<file path="config.mk">
export PLATFORM = sky130hd
export DESIGN_NAME = instruction_loader
export DESIGN_NICKNAME = d
export VERILOG_FILES = /design/src/rtl/instruction_loader_pkg.sv /design/src/rtl/word_assembler.sv /design/src/rtl/instruction_loader.sv
export SDC_FILE = /design/constraint.sdc
export NUM_CORES = 1
export LEC_CHECK = 0
export CAP_MARGIN = 20
export CORE_MARGIN = 5
export CORE_UTILIZATION = 50
export CTS_CLUSTER_SIZE = 12
export DETAILED_ROUTE_END_ITERATION = 10
export PLACE_DENSITY = 0.78
export RECOVER_POWER = 25
export SLEW_MARGIN = 20
export SYNTH_ARGS = -nofsm -noshare
export SYNTH_HDL_FRONTEND = slang
export SYNTH_HIERARCHICAL = 1
export SYNTH_SLANG_ARGS = --single-unit
</file>
<file path="constraint.sdc">
create_clock -name i_clk -period 3.04 [get_ports i_clk]
set_input_delay 0.304 -clock i_clk [delete_from_list [all_inputs] [get_ports i_clk]]
set_output_delay 0.304 -clock i_clk [all_outputs]
set_load 0.02 [all_outputs]
</file>
<file path="src/rtl/instruction_loader_pkg.sv">
// Shared IF-stage header: loader parameter defaults, FSM encodings, HALT word
// and instruction memory geometry.
package instruction_loader_pkg;

    localparam int REG_SIZE_DEFAULT         = 32;
    localparam int BYTE_SIZE_DEFAULT        = 8;
    localparam int MAX_INSTRUCTIONS_DEFAULT = 64;

    localparam logic [31:0] INSTRUCTION_HALT = 32'hFFFF_FFFF;

    // Instruction memory holds exactly one loader image
    localparam int IMEM_DEPTH  = MAX_INSTRUCTIONS_DEFAULT;
    localparam int IMEM_ADDR_W = $clog2(IMEM_DEPTH);

    typedef logic [2:0] loader_state_t;

    localparam loader_state_t ST_IDLE    = 3'd0;
    localparam loader_state_t ST_RECEIVE = 3'd1;
    localparam loader_state_t ST_WRITE   = 3'd2;
    localparam loader_state_t ST_READY   = 3'd3;
    localparam loader_state_t ST_RUNNING = 3'd4;
    localparam loader_state_t ST_ERROR   = 3'd5;

    function automatic int byte_cnt_width(input int word_w, input int byte_w);
        int n;
        n = word_w / byte_w;
        return (n > 1) ? $clog2(n) : 1;
    endfunction

endpackage

</file>
<file path="src/rtl/word_assembler.sv">
// Big-endian byte-to-word shift register: first byte ends up in the MSBs,
// with a modulo byte counter and a word-complete flag.
module word_assembler
    import instruction_loader_pkg::*;
#(
    parameter int WORD_W = REG_SIZE_DEFAULT,
    parameter int BYTE_W = BYTE_SIZE_DEFAULT
) (
    input  logic              clk_i,
    input  logic              rst_i,
    input  logic              clear_i,
    input  logic              shift_i,
    input  logic [BYTE_W-1:0] byte_i,
    output logic [WORD_W-1:0] next_word_o,
    output logic              complete_o
);

    localparam int NBYTES = WORD_W / BYTE_W;
    localparam int CNT_W  = byte_cnt_width(WORD_W, BYTE_W);
    localparam logic [CNT_W-1:0] LAST_BYTE = CNT_W'(NBYTES - 1);

    logic [WORD_W-1:0] word_q, word_d;
    logic [CNT_W-1:0]  cnt_q, cnt_d;

    // Word as it will look once the incoming byte is shifted in
    assign next_word_o = (word_q << BYTE_W) | WORD_W'(byte_i);
    assign complete_o  = shift_i && (cnt_q == LAST_BYTE);

    always_comb begin
        word_d = word_q;
        cnt_d  = cnt_q;
        if (clear_i) begin
            word_d = '0;
            cnt_d  = '0;
        end else if (shift_i) begin
            word_d = next_word_o;
            cnt_d  = (cnt_q == LAST_BYTE) ? '0 : cnt_q + CNT_W'(1);
        end
    end

    always_ff @(posedge clk_i or posedge rst_i) begin
        if (rst_i) begin
            word_q <= '0;
            cnt_q  <= '0;
        end else begin
            word_q <= word_d;
            cnt_q  <= cnt_d;
        end
    end

endmodule

</file>
<file path="src/rtl/instruction_loader.sv">
// Loads a program byte-stream into instruction memory word by word until HALT,
// then waits for a run command and fires a single start strobe.
module instruction_loader
    import instruction_loader_pkg::*;
#(
    parameter int REG_SIZE         = REG_SIZE_DEFAULT,
    parameter int BYTE_SIZE        = BYTE_SIZE_DEFAULT,
    parameter int MAX_INSTRUCTIONS = MAX_INSTRUCTIONS_DEFAULT
) (
    input  logic                                i_clk,
    input  logic                                i_reset,
    input  logic [BYTE_SIZE-1:0]                i_rx_data,
    input  logic                                i_rx_valid,
    input  logic                                i_load_enable,
    input  logic                                i_run,
    output logic [REG_SIZE-1:0]                 o_instruction,
    output logic                                o_instruction_write,
    output logic                                o_start,
    output logic                                o_loading,
    output logic                                o_ready,
    output logic                                o_error,
    output logic [$clog2(MAX_INSTRUCTIONS):0]   o_count
);

    localparam int COUNT_W = $clog2(MAX_INSTRUCTIONS) + 1;
    localparam logic [REG_SIZE-1:0] HALT_WORD = REG_SIZE'(INSTRUCTION_HALT);
    localparam logic [COUNT_W-1:0]  LAST_SLOT = COUNT_W'(MAX_INSTRUCTIONS - 1);

    loader_state_t        state_q, state_d;
    logic [COUNT_W-1:0]   count_q, count_d;
    logic [REG_SIZE-1:0]  instr_q, instr_d;
    logic                 write_q, start_q, loading_q, ready_q, error_q;

    logic                 asm_clear;
    logic                 asm_shift;
    logic                 asm_complete;
    logic [REG_SIZE-1:0]  asm_next_word;

    word_assembler #(
        .WORD_W (REG_SIZE),
        .BYTE_W (BYTE_SIZE)
    ) u_word_assembler (
        .clk_i       (i_clk),
        .rst_i       (i_reset),
        .clear_i     (asm_clear),
        .shift_i     (asm_shift),
        .byte_i      (i_rx_data),
        .next_word_o (asm_next_word),
        .complete_o  (asm_complete)
    );

    always_comb begin
        state_d   = state_q;
        count_d   = count_q;
        instr_d   = instr_q;
        asm_clear = 1'b0;
        asm_shift = 1'b0;

        case (state_q)
            ST_IDLE: begin
                if (i_load_enable) begin
                    state_d   = ST_RECEIVE;
                    count_d   = '0;
                    asm_clear = 1'b1;
                end
            end

            ST_RECEIVE: begin
                asm_shift = i_rx_valid;
                if (asm_complete) begin
                    // Last free slot is reserved for HALT; anything else overflows
                    if ((count_q == LAST_SLOT) && (asm_next_word != HALT_WORD)) begin
                        state_d = ST_ERROR;
                    end else begin
                        state_d = ST_WRITE;
                        instr_d = asm_next_word;
                    end
                end
            end

            ST_WRITE: begin
                // Keep accepting bytes so the next word's first byte is not lost
                asm_shift = i_rx_valid;
                count_d   = count_q + COUNT_W'(1);
                state_d   = (instr_q == HALT_WORD) ? ST_READY : ST_RECEIVE;
            end

            ST_READY: begin
                if (i_run) begin
                    state_d = ST_RUNNING;
                end
            end

            default: begin
                state_d = state_q;
            end
        endcase
    end

    always_ff @(posedge i_clk or posedge i_reset) begin
        if (i_reset) begin
            state_q   <= ST_IDLE;
            count_q   <= '0;
            instr_q   <= '0;
            write_q   <= 1'b0;
            start_q   <= 1'b0;
            loading_q <= 1'b0;
            ready_q   <= 1'b0;
            error_q   <= 1'b0;
        end else begin
            state_q   <= state_d;
            count_q   <= count_d;
            instr_q   <= instr_d;
            // Status flags are registered from the next state so they align with it
            write_q   <= (state_d == ST_WRITE);
            start_q   <= (state_q == ST_READY) && (state_d == ST_RUNNING);
            loading_q <= (state_d == ST_RECEIVE) || (state_d == ST_WRITE);
            ready_q   <= (state_d == ST_READY);
            error_q   <= (state_d == ST_ERROR);
        end
    end

    assign o_instruction       = instr_q;
    assign o_instruction_write = write_q;
    assign o_start             = start_q;
    assign o_loading           = loading_q;
    assign o_ready             = ready_q;
    assign o_error             = error_q;
    assign o_count             = count_q;

endmodule

</file>
# --- Word-level counts from Yosys, hierarchy flattened ---
# Index checks and enable logic that the tools add are counted.
# W data, S select, Z words.
totals:
  elab_cells: 53
  out_inout_bits: 44
  ff_bits: 73
op_classes:
  mux: 16
  n_eq_ne: 13
  bitwise: 2
  reduce_logical: 10
  addsub: 2
op_table:
  columns: ["cell", "count"]
  rows:
  - ["$mux W24", 2]
  - ["$eq A32 B32 Y1 const B", 1]
  - ["$ne A32 B32 Y1 const B", 1]
  - ["$or A32 B8 Y32", 1]
  - ["$pmux W7 S2", 1]
  - ["$eq A3 B2 Y1 const B", 4]
  - ["$mux W3", 4]
  - ["$pmux W3 S4", 1]
  - ["$mux W2", 4]
  - ["$add A7 B1 Y7 const B", 1]
  - ["$eq A7 B6 Y1 const B", 1]
  - ["$mux W7", 1]
  - ["$eq A3 B1 Y1 const B", 2]
  - ["$eq A3 B3 Y1 const B", 2]
  - ["$reduce_bool A2 Y1", 2]
  - ["$logic_and A1 B1 Y1", 3]
  - ["$logic_not A3 Y1", 1]
  - ["$mux W1", 3]
  - ["$reduce_and A3 Y1", 1]
  - ["$add A2 B1 Y2 const B", 1]
  - ["$eq A2 B2 Y1 const B", 1]
  - ["$ne A2 B2 Y1 const B", 1]
  - ["$reduce_and A2 Y1", 1]
  - ["$reduce_or A2 Y1", 1]
  - ["other kinds (2)", 2]

# --- Depth between registers and ports, before layout ---
# Gate-level depths: netlist of the first run.
depth:
  word_depth: 8
  depth_mapped: 11
  depth_no_buf: 7

# --- By module ---
# Netlist of the first run, hierarchy kept.
by_module_without_submodules:
  columns: ["module", "cells_per_inst", "area_each_um2", "seq_area_each_um2", "n_inst"]
  rows:
  - ["instruction_loader", 168, 2124.5, 1176.1, 1]
  - ["word_assembler", 95, 1158.6, 650.6, 1]

# --- Least setup slack after synthesis of the first run ---
# No wires, ideal clock.
synth_timing:
  path_type: "reg-to-reg"
  from: "register state_q[1]"
  to: "register instr_q[22], in the netlist o_instruction[22]"
  stages_incl_launch_ff: 12
  period_less_slack_ps: 2367
  t_arrival_ps: 2242
  slack_ps: 673
  t_required_ps: 2915
  setup_ps: 125
  path_buffers: 4
  path_cell_list: "dfrtp_1 -> clkbuf_1 -> xnor2_1 -> nor3b_1 -> buf_6 -> buf_12 -> and2_1 -> nor3b_2 -> nand2b_4 -> inv_4 -> buf_12 -> mux2_4"
synth_between:
  elab_chain_cells: 5
synth_rtl:
  columns: ["element", "line_no", "rtl"]
  rows:
  - ["start: declaration", "instruction_loader.sv:29", "loader_state_t state_q, state_d;"]
  - ["start signal: assignment", "instruction_loader.sv:111", "state_q <= state_d;"]
  - ["$eq A3 B1 Y1 / $eq A3 B2 Y1 (equally long branches)", "instruction_loader.sv:59", "case (state_q)"]
  - ["$reduce_or A2 Y1 (no source line) *", null, null]
  - ["$mux W1 *", "instruction_loader.sv:59", null]
  - ["net asm_shift", "instruction_loader.sv:35", "logic asm_shift;"]
  - ["$logic_and A1 B1 Y1 *", "word_assembler.sv:27", "assign complete_o = shift_i && (cnt_q == LAST_BYTE);"]
  - ["net asm_complete", "instruction_loader.sv:36", "logic asm_complete;"]
  - ["$reduce_and A3 Y1 (no source line) *", null, null]
  - ["end signal: assignment", "instruction_loader.sv:113", "instr_q <= instr_d;"]
  - ["end: declaration", "instruction_loader.sv:31", "logic [REG_SIZE-1:0] instr_q, instr_d;"]
# The timed path passes the listed nets; every way through them passes the cells marked *.
# A chain may end at the register's enable or synchronous reset.

# --- Final worst setup path of the first run ---
layout_timing:
  from: "register state_q[1]"
  to: "register instr_q[1], in the netlist o_instruction[1]"
# The elaborated chain is that of the path after synthesis.

==> impl_metrics.yaml, run 1 <==
drt:
  via_count: 2221
  drtIter0Drc: 166
  drc: 0
  dr.pass1.iters: 4
  maxUsedRoutingLayer: "met4"
  wl_per_cell_um: 18.01
  m1WireLength_um: 3200
  wirelength_um: 7097
  viasPerCell: 5.637
  wl_met2_um: 3349
  wl_met3_um: 401
  drtAntennaViolNets: 0
worst_setup_path:
  startpoint: "state_q[1]"
  crit_chain: "xnor2_1 > nor3b_2 > and2_1 > nor3b_2 > nand2b_4 > inv_4 > mux2_2"
  criticalPathCategory: "flip-flop to flip-flop"
  path_max_fanout: 22
  r2r_slack_ns: 0.68
  crit_arrival_ns: 2.59
  path_depth: 7
  r2r_cells: 7
  worstReg2RegStart: "state_q[1]"
  path_buf_inv: 1
  path_common_cell: "nor3b_2"
  cpPeakStageDelay_ns: 0.51
  setup.worst_path.end_class: "flip-flop"
  worst_ep_required_time_ns: 3.27
  cp-start-kind: "flip-flop"
  critPathSlowestCell: "dfrtp_1"
  critPathCapture: "o_instruction[1]"
  crit_family: "simple AND/OR/NAND/NOR gates"
  timing.rr.end: "o_instruction[1]"
sta:
  setup_tns_ns: 0
  rsz0062_at_grt: "no"
  hold_viol: 0
  fin_worst_skew_ns: 0.008347
  slew_headroom_pct: -41.15
  max_freq_mhz: 423.8
  finalCritPeriodShare_pct: 77.63
  slew_viol_final: 48
  setup_viol: 0
  tightestPinTransition_ns: 2.106
  min_period_ns: 2.360
run:
  cap_violations: 1
yosys:
  netlist_instances: 263
  synth-seq-area-share_pct: 55.64
  synthAdderAreaFrac_pct: 0.7622
  synth.distinct_cells: 43
  synth_nets: 278
  synth-compound-area-share_pct: 3.925
  avgSynthCellArea_um2: 12.48
  synth_top_family_by_area: "multiplexers"
  synth_seq_cells: 73
  synthXorXnorAreaFrac_pct: 0.8003
  synth_mux_area_share_pct: 19.63
  netlist_area_um2: 3283
  synthSimpleGateAreaFrac_pct: 12.96
  yosysWarnings: 6
die:
  coreArea_um2: 6386
  fp-row-count: 29
  initial_core_util_pct: 51.41
  die_x_um: 91.03
  dieArea_um2: 8286
  ios: 57
  die_y_um: 91.03
clock_tree:
  postCtsHoldBufs: 0
  path_clk_slew_ns: 0.07
  clockBufferDepth: 2
  post_cts_buffers: 0
  cts_buffers: 9
  ctsResizeCount: 0
  cts_tree: "built"
  htree_num_levels: 3
  cts-root-buf: "clkbuf_8"
  clkLatencyLatePin_ns: 0.34
  cts.sinks: 73
grt:
  grt_util_all_layers_pct: 17.84
  antenna_found_initial: 0
  grt_max_degree: 48
  grt-ovfl-total: 0
  grt_pass1_vias: 2258
  grt_pass1_wl_um: 11770
layout:
  area_delta_synth_final_pct: 22.33
  final_util_pct: 62.89
  fin_nets: 327
  num_antenna_cells: 0
  final_common_cell: "dfrtp_1"
  final_cell_mix: "73 x dfrtp_1, 55 x clkdlybuf4s50_1, 32 x nor2_1, 25 x mux2i_1, 23 x mux2_2"
  final.fill_count: 521
  drive_gt1_share_pct: 18.30
outcome:
  status: "complete, but fails checks"
  failed_checks: "max-capacitance violations, max-slew violations"
pwr:
  p_clk_share_pct: 20.9
  p_leak_nw: 1.720
  p_switching_mw: 1.447
  share_comb_of_total_power_pct: 34.3
  p_per_area_nw_per_um2: 1012
  seqPwrFrac_pct: 44.8
  internal-power_mw: 2.617
  vdd_drop_max_uv: 563.5
  power_switching_share_pct: 35.61
placed_design:
  gp_congestion: 0.8414
  io_buffers: 56
  dp_hpwl_um: 4927
min_path:
  worstHoldPathType: "flip-flop to flip-flop"
==> registers in the layout, indices dropped and copies added (netlist names) <==
register and count:
o_instruction_write 1, o_error 1, o_loading 1, o_start 1, o_ready 1, state_q 3, o_instruction 32, u_word_assembler/cnt_q 2
o_count 7, u_word_assembler/word_q 24
==> worst register-to-register path: cells and delay by family (launching register included) <==
kind                      cells  cell delay [ns]
xor gates and xnor gates      1             0.19
muxes                         1             0.36
DFF                           1             0.51
buffers and inverters         1             0.27
and+or+nand+nor               4             0.92
==> worst min-delay path by stage <==
stage | from | end | slack (ns) | cells after the start
3_3_place_gp | u_word_assembler/cnt_q[1] | u_word_assembler/cnt_q[1] | 0.51 | 2
3_5_place_dp | u_word_assembler/cnt_q[1] | u_word_assembler/cnt_q[1] | 0.52 | 2
4_1_cts | u_word_assembler/cnt_q[1] | u_word_assembler/cnt_q[1] | 0.53 | 2
2_1_floorplan | i_reset | u_word_assembler/cnt_q[0] | 0.34 | 1
5_1_grt | o_count[5] | o_count[5] | 0.55 | 1
6_report | o_count[5] | o_count[5] | 0.53 | 1
==> power by group through the flow <==
| stage | combinational [mW] | sequential [mW] | clock (mW) |
|---|---|---|---|
| global placement | 1.36 | 1.82 | 0 |
| detailed placement | 1.39 | 1.83 | 0 |
| CTS | 1.41 | 1.82 | 0.862 |
| floorplan | 0.644 | 1.93 | 0 |
| finish | 1.39 | 1.82 | 0.848 |
| global route | 1.50 | 1.88 | 0.905 |
==> final cells by class <==
type                            instances  area [µm²]  share of cell area [%]
Clock buffer                           14       162.7                   4.050
Timing Repair Buffer                   58       575.6                   14.33
Tap cell                               77       96.34                   2.399
Multi-Input combinational cell        162        1261                   31.40
Clock inverter                          2       60.06                   1.495
Sequential cell                        73        1827                   45.48
Inverter                                8       33.78                  0.8411
==> cells in the mapped netlist (all sizes together) <==
master  count  area [µm²]
nor3b       2       20.02
nor4b       1       8.760
mux2i      25       250.2
or3         1       6.260
nand3       3       20.02
o31ai       2       15.01
nand2b      4       32.53
inv         8       32.54
ha          2       25.02
and3        1       7.510
a31oi       1       6.260
mux2       32       394.1
and2        3       18.77
dfrtp      73        1827
clkbuf      3       12.51
xnor2       2       17.52
buf        17       161.4
a21oi       2       10.01
nor2b       1       6.260
nor2       33       126.4
nand3b      2       15.01
or3b        1       8.760
xor2        1       8.760
a22o        1       8.760
nand4      17       106.4
o21ai       9       45.04
nor4        3       18.77
a211oi      2       20.02
a21o        1       7.510
o221ai      1       8.760
nand2       8       30.03
o211ai      1       7.510
==> per-stage QoR <==
step           hold slack, ns  worst slack, ns  std cells  total power, mW  area (µm²)
4_1_cts                0.5347           0.6516        394            4.092        4015
2_1_floorplan          0.3440           0.6727        263            2.575        3283
3_3_place_gp           0.5068           0.4462        378            3.182        3792
5_1_grt                0.5495           0.4889        394            4.290        4016
3_5_place_dp           0.5171           0.4436        378            3.227        3792
6_report               0.5314           0.6802        394            4.065        4016
==> routing by layer <==
layer  GRT usage (%)  up-vias
li1                -     1025
met2           26.44       69
met1           25.00     1114
met3           3.802       13
met4           8.557        0
met5               0        -
==> logic make-up after synthesis <==
| kind of cell | Yosys count |
|---|---|
| AOI/OAI and AO/OA | 20 |
| muxes | 57 |
| xor gates and xnor gates | 3 |
| adders and majority gates | 2 |
| buffers and inverters | 28 |
| DFF | 73 |
| and+or+nand+nor | 80 |
(Power assumes the default switching activity.)
==> run 2: changes to the inputs <==
Settings changed: CORE_UTILIZATION 50 to 47, PLACE_DENSITY 0.78 to 0.77.
Clock period 3.04 ns to 2 ns, I/O delays scaled along.
==> run 2 against run 1 <==
  * The run now ends clean
  * Clock power rose by 70%
  * Critical path depth unchanged
  * Global-route usage is 1.5 points higher
  * Setup slack got worse by 0.65 ns
  * Largest cell class unchanged
  * Largest power group unchanged
  * Highest routed layer unchanged
==> impl_metrics.yaml, run 2 (same netlist as run 1, synthesis figures left out) <==
grt:
  grt-ovfl-total: 0
  grt_pass1_vias: 2523
  antenna_found_initial: 0
  grt_pass1_wl_um: 12920
  grt_max_degree: 31
  grt_util_all_layers_pct: 19.34
worst_setup_path:
  path_common_cell: "nor3b_4"
  critPathSlowestCell: "dfrtp_1"
  cpPeakStageDelay_ns: 0.42
  worst_ep_required_time_ns: 2.24
  startpoint: "state_q[0]"
  path_buf_inv: 1
  r2r_cells: 7
  timing.rr.end: "o_instruction[13]"
  criticalPathCategory: "flip-flop to flip-flop"
  path_depth: 7
  critPathCapture: "o_instruction[13]"
  crit_arrival_ns: 2.21
  cp-start-kind: "flip-flop"
  crit_family: "simple AND/OR/NAND/NOR gates"
  setup.worst_path.end_class: "flip-flop"
  path_max_fanout: 16
  crit_chain: "xnor2_2 > nor3b_4 > and2_4 > nor3b_4 > nand2b_4 > buf_12 > mux2_2"
  r2r_slack_ns: 0.03
  worstReg2RegStart: "state_q[0]"
sta:
  slew_headroom_pct: 4.138
  max_freq_mhz: 507.3
  setup_viol: 0
  tightestPinTransition_ns: 1.438
  layout_setup_ws_ns: 0.02887
  min_period_ns: 1.971
  hold_viol: 0
  slew_viol_final: 0
  fin_worst_skew_ns: 0.01282
  rsz0062_at_grt: "yes"
  finalCritPeriodShare_pct: 98.56
die:
  die_y_um: 93.58
  initial_core_util_pct: 48.32
  dieArea_um2: 8757
  fp-row-count: 30
  coreArea_um2: 6794
  ios: 57
  die_x_um: 93.58
pwr:
  p_per_area_nw_per_um2: 1509
  p_leak_nw: 1.948
  vdd_drop_max_uv: 853.1
drt:
  via_count: 2334
  drtAntennaViolNets: 0
  wirelength_um: 7899
  wl_per_cell_um: 17.67
  drc: 0
  dr.pass1.iters: 4
  viasPerCell: 5.221
  drtIter0Drc: 150
layout:
  final_cell_area_um2: 4456
  final_common_cell: "dfrtp_1"
  area_delta_synth_final_pct: 35.71
  largest_register_ffs: 32
  fin_nets: 361
  final_cell_mix: "73 x dfrtp_1, 55 x clkdlybuf4s50_1, 32 x nor2_1, 30 x buf_4, 25 x mux2i_1"
  num_antenna_cells: 0
  drive_gt1_share_pct: 28.77
clock_tree:
  cts_tree: "built"
  clkLatencyLatePin_ns: 0.36
  cts_buffers: 9
  clockBufferDepth: 2
  cts-root-buf: "clkbuf_8"
  htree_num_levels: 3
  cts.sinks: 73
  path_clk_slew_ns: 0.09
run:
  cap_violations: 0
outcome:
  status: "finished, final reports clean"
placed_design:
  gp_congestion: 0.7711
  dpl_cell_area_um2: 4089
  dp_hpwl_um: 5597
  dp_slack_ns: -0.1834
  io_buffers: 56
min_path:
  worstHoldPathType: "input port to async pin"
==> run 2: final cells by class <==
type / instances / area [µm²]
clock buffer: 9 / 123.9
multi-input combinational: 162 / 1356
sequential: 73 / 1827
timing repair buffer: 91 / 860.8
inverter: 8 / 37.54
clock inverter: 7 / 123.9
tap: 96 / 120.1
fill: 540 / 2338
timing repair inverter: 1 / 6.256
==> run 2: what timing repair did <==
| action | in CTS | in global routing |
|---|---|---|
| hold buffers | 0 | 0 |
| setup endpoints to repair | 28 | 35 |
| buffers inserted | 1 | 2 |
| endpoints found under the hold margin | 0 | 0 |
| pin swaps | 2 | 0 |
| cloned | 1 | 0 |
| resized for setup | 6 | 13 |
==> run 2: worst min-delay path by stage <==
stage                         startpoint                         to  depth (start not counted)
5_1_grt                          i_reset          o_instruction[20]                          2
6_report                         i_reset          o_instruction[21]                          2
3_3_place_gp   u_word_assembler/cnt_q[1]  u_word_assembler/cnt_q[1]                          2
3_5_place_dp   u_word_assembler/cnt_q[1]  u_word_assembler/cnt_q[1]                          2
2_1_floorplan                    i_reset  u_word_assembler/cnt_q[0]                          1
4_1_cts                          i_reset          o_instruction[21]                          2
==> run 2: where the power goes <==
part	internal [mW]	leakage, nW	switching (mW)
clock network	0.841	0.121	0.595
logic	1.37	0.881	1.23
registers	2.09	0.945	0.601
total	4.30	1.95	2.42
==> run 2: metal layers <==
| metal | wire, µm | vias up | share of wire, % | GRT usage (%) |
|---|---|---|---|---|
| met4 | 165 | 0 | 2.1 | 8.063 |
| met2 | 3831 | 69 | 48 | 29.90 |
| met1 | 3473 | 1160 | 44 | 26.76 |
| li1 | - | 1088 | - | - |
| met3 | 428 | 17 | 5.4 | 3.620 |
| met5 | 0 | - | 0 | 0 |
==> run 2: metrics by stage <==
step | std cells | hold slack (ns) | util (%) | setup TNS (ns) | power (mW)
finish | 447 | 0.4356 | 65.58 | 0 | 6.725
global route | 447 | 0.4944 | 65.58 | -1.096 | 7.105
CTS | 445 | 0.1853 | 64.40 | 0 | 6.677
detailed placement | 427 | 0.5209 | 60.18 | -4.250 | 5.206
global placement | 427 | 0.5075 | 60.18 | -1.505 | 5.123
floorplan | 263 | 0.2400 | - | -7.695 | 3.968
==> run 3: changes to the inputs <==
Settings changed: ABC_AREA from default to 0, CTS_CLUSTER_SIZE 12 to 10.
Clock period 2 ns to 1.6 ns, I/O delays scaled along.
==> run 3 against run 2 <==
  * Via count up 6.7%
  * Critical endpoint is now o_instruction[20]
  * Die area unchanged
  * The run now ends with negative setup slack left
  * Routed wire length up 6.4%
  * Total power up 33%
  * Cell count up 7.6%
==> impl_metrics.yaml, run 3 (same netlist as run 1, synthesis figures left out) <==
clock_tree:
  cts_buffers: 9
  cts.sinks: 73
  cts-root-buf: "clkbuf_8"
  cts_tree: "built"
  path_clk_slew_ns: 0.08
  htree_num_levels: 3
  clkLatencyLatePin_ns: 0.35
  clockBufferDepth: 2
die:
  die_y_um: 93.58
  dieArea_um2: 8757
  fp-row-count: 30
  initial_core_util_pct: 48.32
  coreArea_um2: 6794
  die_x_um: 93.58
  ios: 57
worst_setup_path:
  path_depth: 7
  worst_ep_required_time_ns: 1.83
  critPathSlowestCell: "dfrtp_1"
  path_common_cell: "nor3b_4"
  cpPeakStageDelay_ns: 0.41
  r2r_slack_ns: -0.34
  setup.worst_path.end_class: "flip-flop"
  cp-start-kind: "flip-flop"
  path_buf_inv: 1
  path_max_fanout: 5
  timing.rr.end: "o_instruction[20]"
  criticalPathCategory: "flip-flop to flip-flop"
  worstReg2RegStart: "state_q[0]"
  crit_family: "simple AND/OR/NAND/NOR gates"
  crit_arrival_ns: 2.17
  crit_chain: "xnor2_2 > nor3b_4 > and2_4 > nor3b_4 > nand2b_4 > buf_4 > mux2_2"
  r2r_cells: 7
outcome:
  failed_checks: "negative setup slack"
  status: "complete, but fails checks"
pwr:
  p_clk_share_pct: 20.1
  p_per_area_nw_per_um2: 1876
  p_leak_nw: 2.204
  p_switching_mw: 3.167
  internal-power_mw: 5.745
  power_switching_share_pct: 35.54
  vdd_drop_max_uv: 1110
  share_comb_of_total_power_pct: 44.1
  seqPwrFrac_pct: 35.7
drt:
  dr.pass1.iters: 4
  viasPerCell: 5.177
  drtIter0Drc: 91
  wirelength_um: 8402
  drc: 0
  via_count: 2490
  drtAntennaViolNets: 0
  wl_per_cell_um: 17.47
sta:
  slew_headroom_pct: 20.14
  layout_setup_ws_ns: -0.3371
  fin_worst_skew_ns: 0.006537
  min_period_ns: 1.937
  rsz0062_at_grt: "yes"
  slew_viol_final: 0
  tightestPinTransition_ns: 1.198
  hold_viol: 0
  setup_viol: 62
  max_freq_mhz: 516.2
  finalCritPeriodShare_pct: 121.1
placed_design:
  dpl_cell_area_um2: 4329
  dp_hpwl_um: 5828
  dp_slack_ns: -0.5158
  place_inst: 459
  io_buffers: 56
  gp_congestion: 0.8293
layout:
  drive_gt1_share_pct: 36.62
  final_common_cell: "dfrtp_1"
  largest_register_ffs: 32
  num_antenna_cells: 0
  fin_cells: 481
  final_cell_mix: "73 x dfrtp_1, 65 x buf_4, 45 x clkdlybuf4s50_1, 31 x nor2_1, 25 x mux2i_1"
  fin_nets: 395
  area_delta_synth_final_pct: 44.70
  final_cell_area_um2: 4751
  final_util_pct: 69.93
grt:
  antenna_found_initial: 0
  grt-ovfl-total: 0
  grt_pass1_vias: 2651
  grt_pass1_wl_um: 13810
  grt_max_degree: 48
  grt_util_all_layers_pct: 20.74
run:
  cap_violations: 0
min_path:
  worstHoldPathType: "input port to async pin"
==> run 3: changes by cell type in the layout (fill, tap and decap cells not counted), moves of 2 or more <==
| cell | change |
|---|---|
| buf_4 | +35 |
| clkdlybuf4s50_1 | -10 |
| dlygate4sd2_1 | +10 |
| inv_6 | -2 |
| nor4_4 | +2 |
==> run 3: cell type report <==
class                      instances  area, µm²
timing repair buffer             126       1106
inverter                           8      42.54
fill                             488       2043
multi-input combinational        162       1404
tap                               96      120.1
sequential                        73       1827
clock buffer                      10      137.6
clock inverter                     6      113.9
==> run 3: metal layers <==
| metal | vias up | track usage [%] | share of wire [%] |
|---|---|---|---|
| li1 | 1156 | - | - |
| met1 | 1246 | 26.91 | 42 |
| met2 | 74 | 33.17 | 51 |
| met3 | 14 | 5.632 | 5.0 |
| met4 | 0 | 7.942 | 1.9 |
| met5 | - | 0 | 0 |
==> run 3: power groups by stage <==
stage / sequential [mW] / clock, mW / combinational (mW)
CTS: 3.18 / 1.82 / 3.82
finish: 3.18 / 1.79 / 3.93
floorplan: 3.67 / 0 / 1.29
global placement: 3.17 / 0 / 3.68
global route: 3.30 / 1.91 / 4.25
detailed placement: 3.19 / 0 / 3.79
==> run 3: worst register-to-register path: cells and delay by family, from the launching register on <==
family | cells | cell delay [ns]
simple gates | 4 | 0.79
flops | 1 | 0.41
mux | 1 | 0.28
buf+inv | 1 | 0.19
xor+xnor | 1 | 0.16
==> run 3: what timing repair did <==
item	CTS	global route
hold buffers	0	0
buffers inserted	4	4
pin swaps	7	13
gates resized for setup	26	16
setup endpoints to repair	73	69
==> run 3: through the flow <==
stage	power (mW)	hold WS, ns	setup TNS (ns)
2_1_floorplan	4.960	0.2000	-22.41
3_3_place_gp	6.844	0.5080	-17.16
3_5_place_dp	6.975	0.5266	-18.51
4_1_cts	8.817	0.1916	-12.39
5_1_grt	9.466	0.2547	-16.50
6_report	8.912	0.2045	-12.01
==> run 3: how the worst max path moves through the flow <==
stage,start,to,slack (ns)
floorplan,state_q[1],o_instruction[22],-0.68
global placement,i_rx_data[7],o_instruction[0],-0.46
detailed placement,i_rx_data[5],o_instruction[0],-0.52
CTS,state_q[0],o_instruction[0],-0.36
global route,o_count[0],o_instruction[2],-0.40
finish,state_q[0],o_instruction[20],-0.34
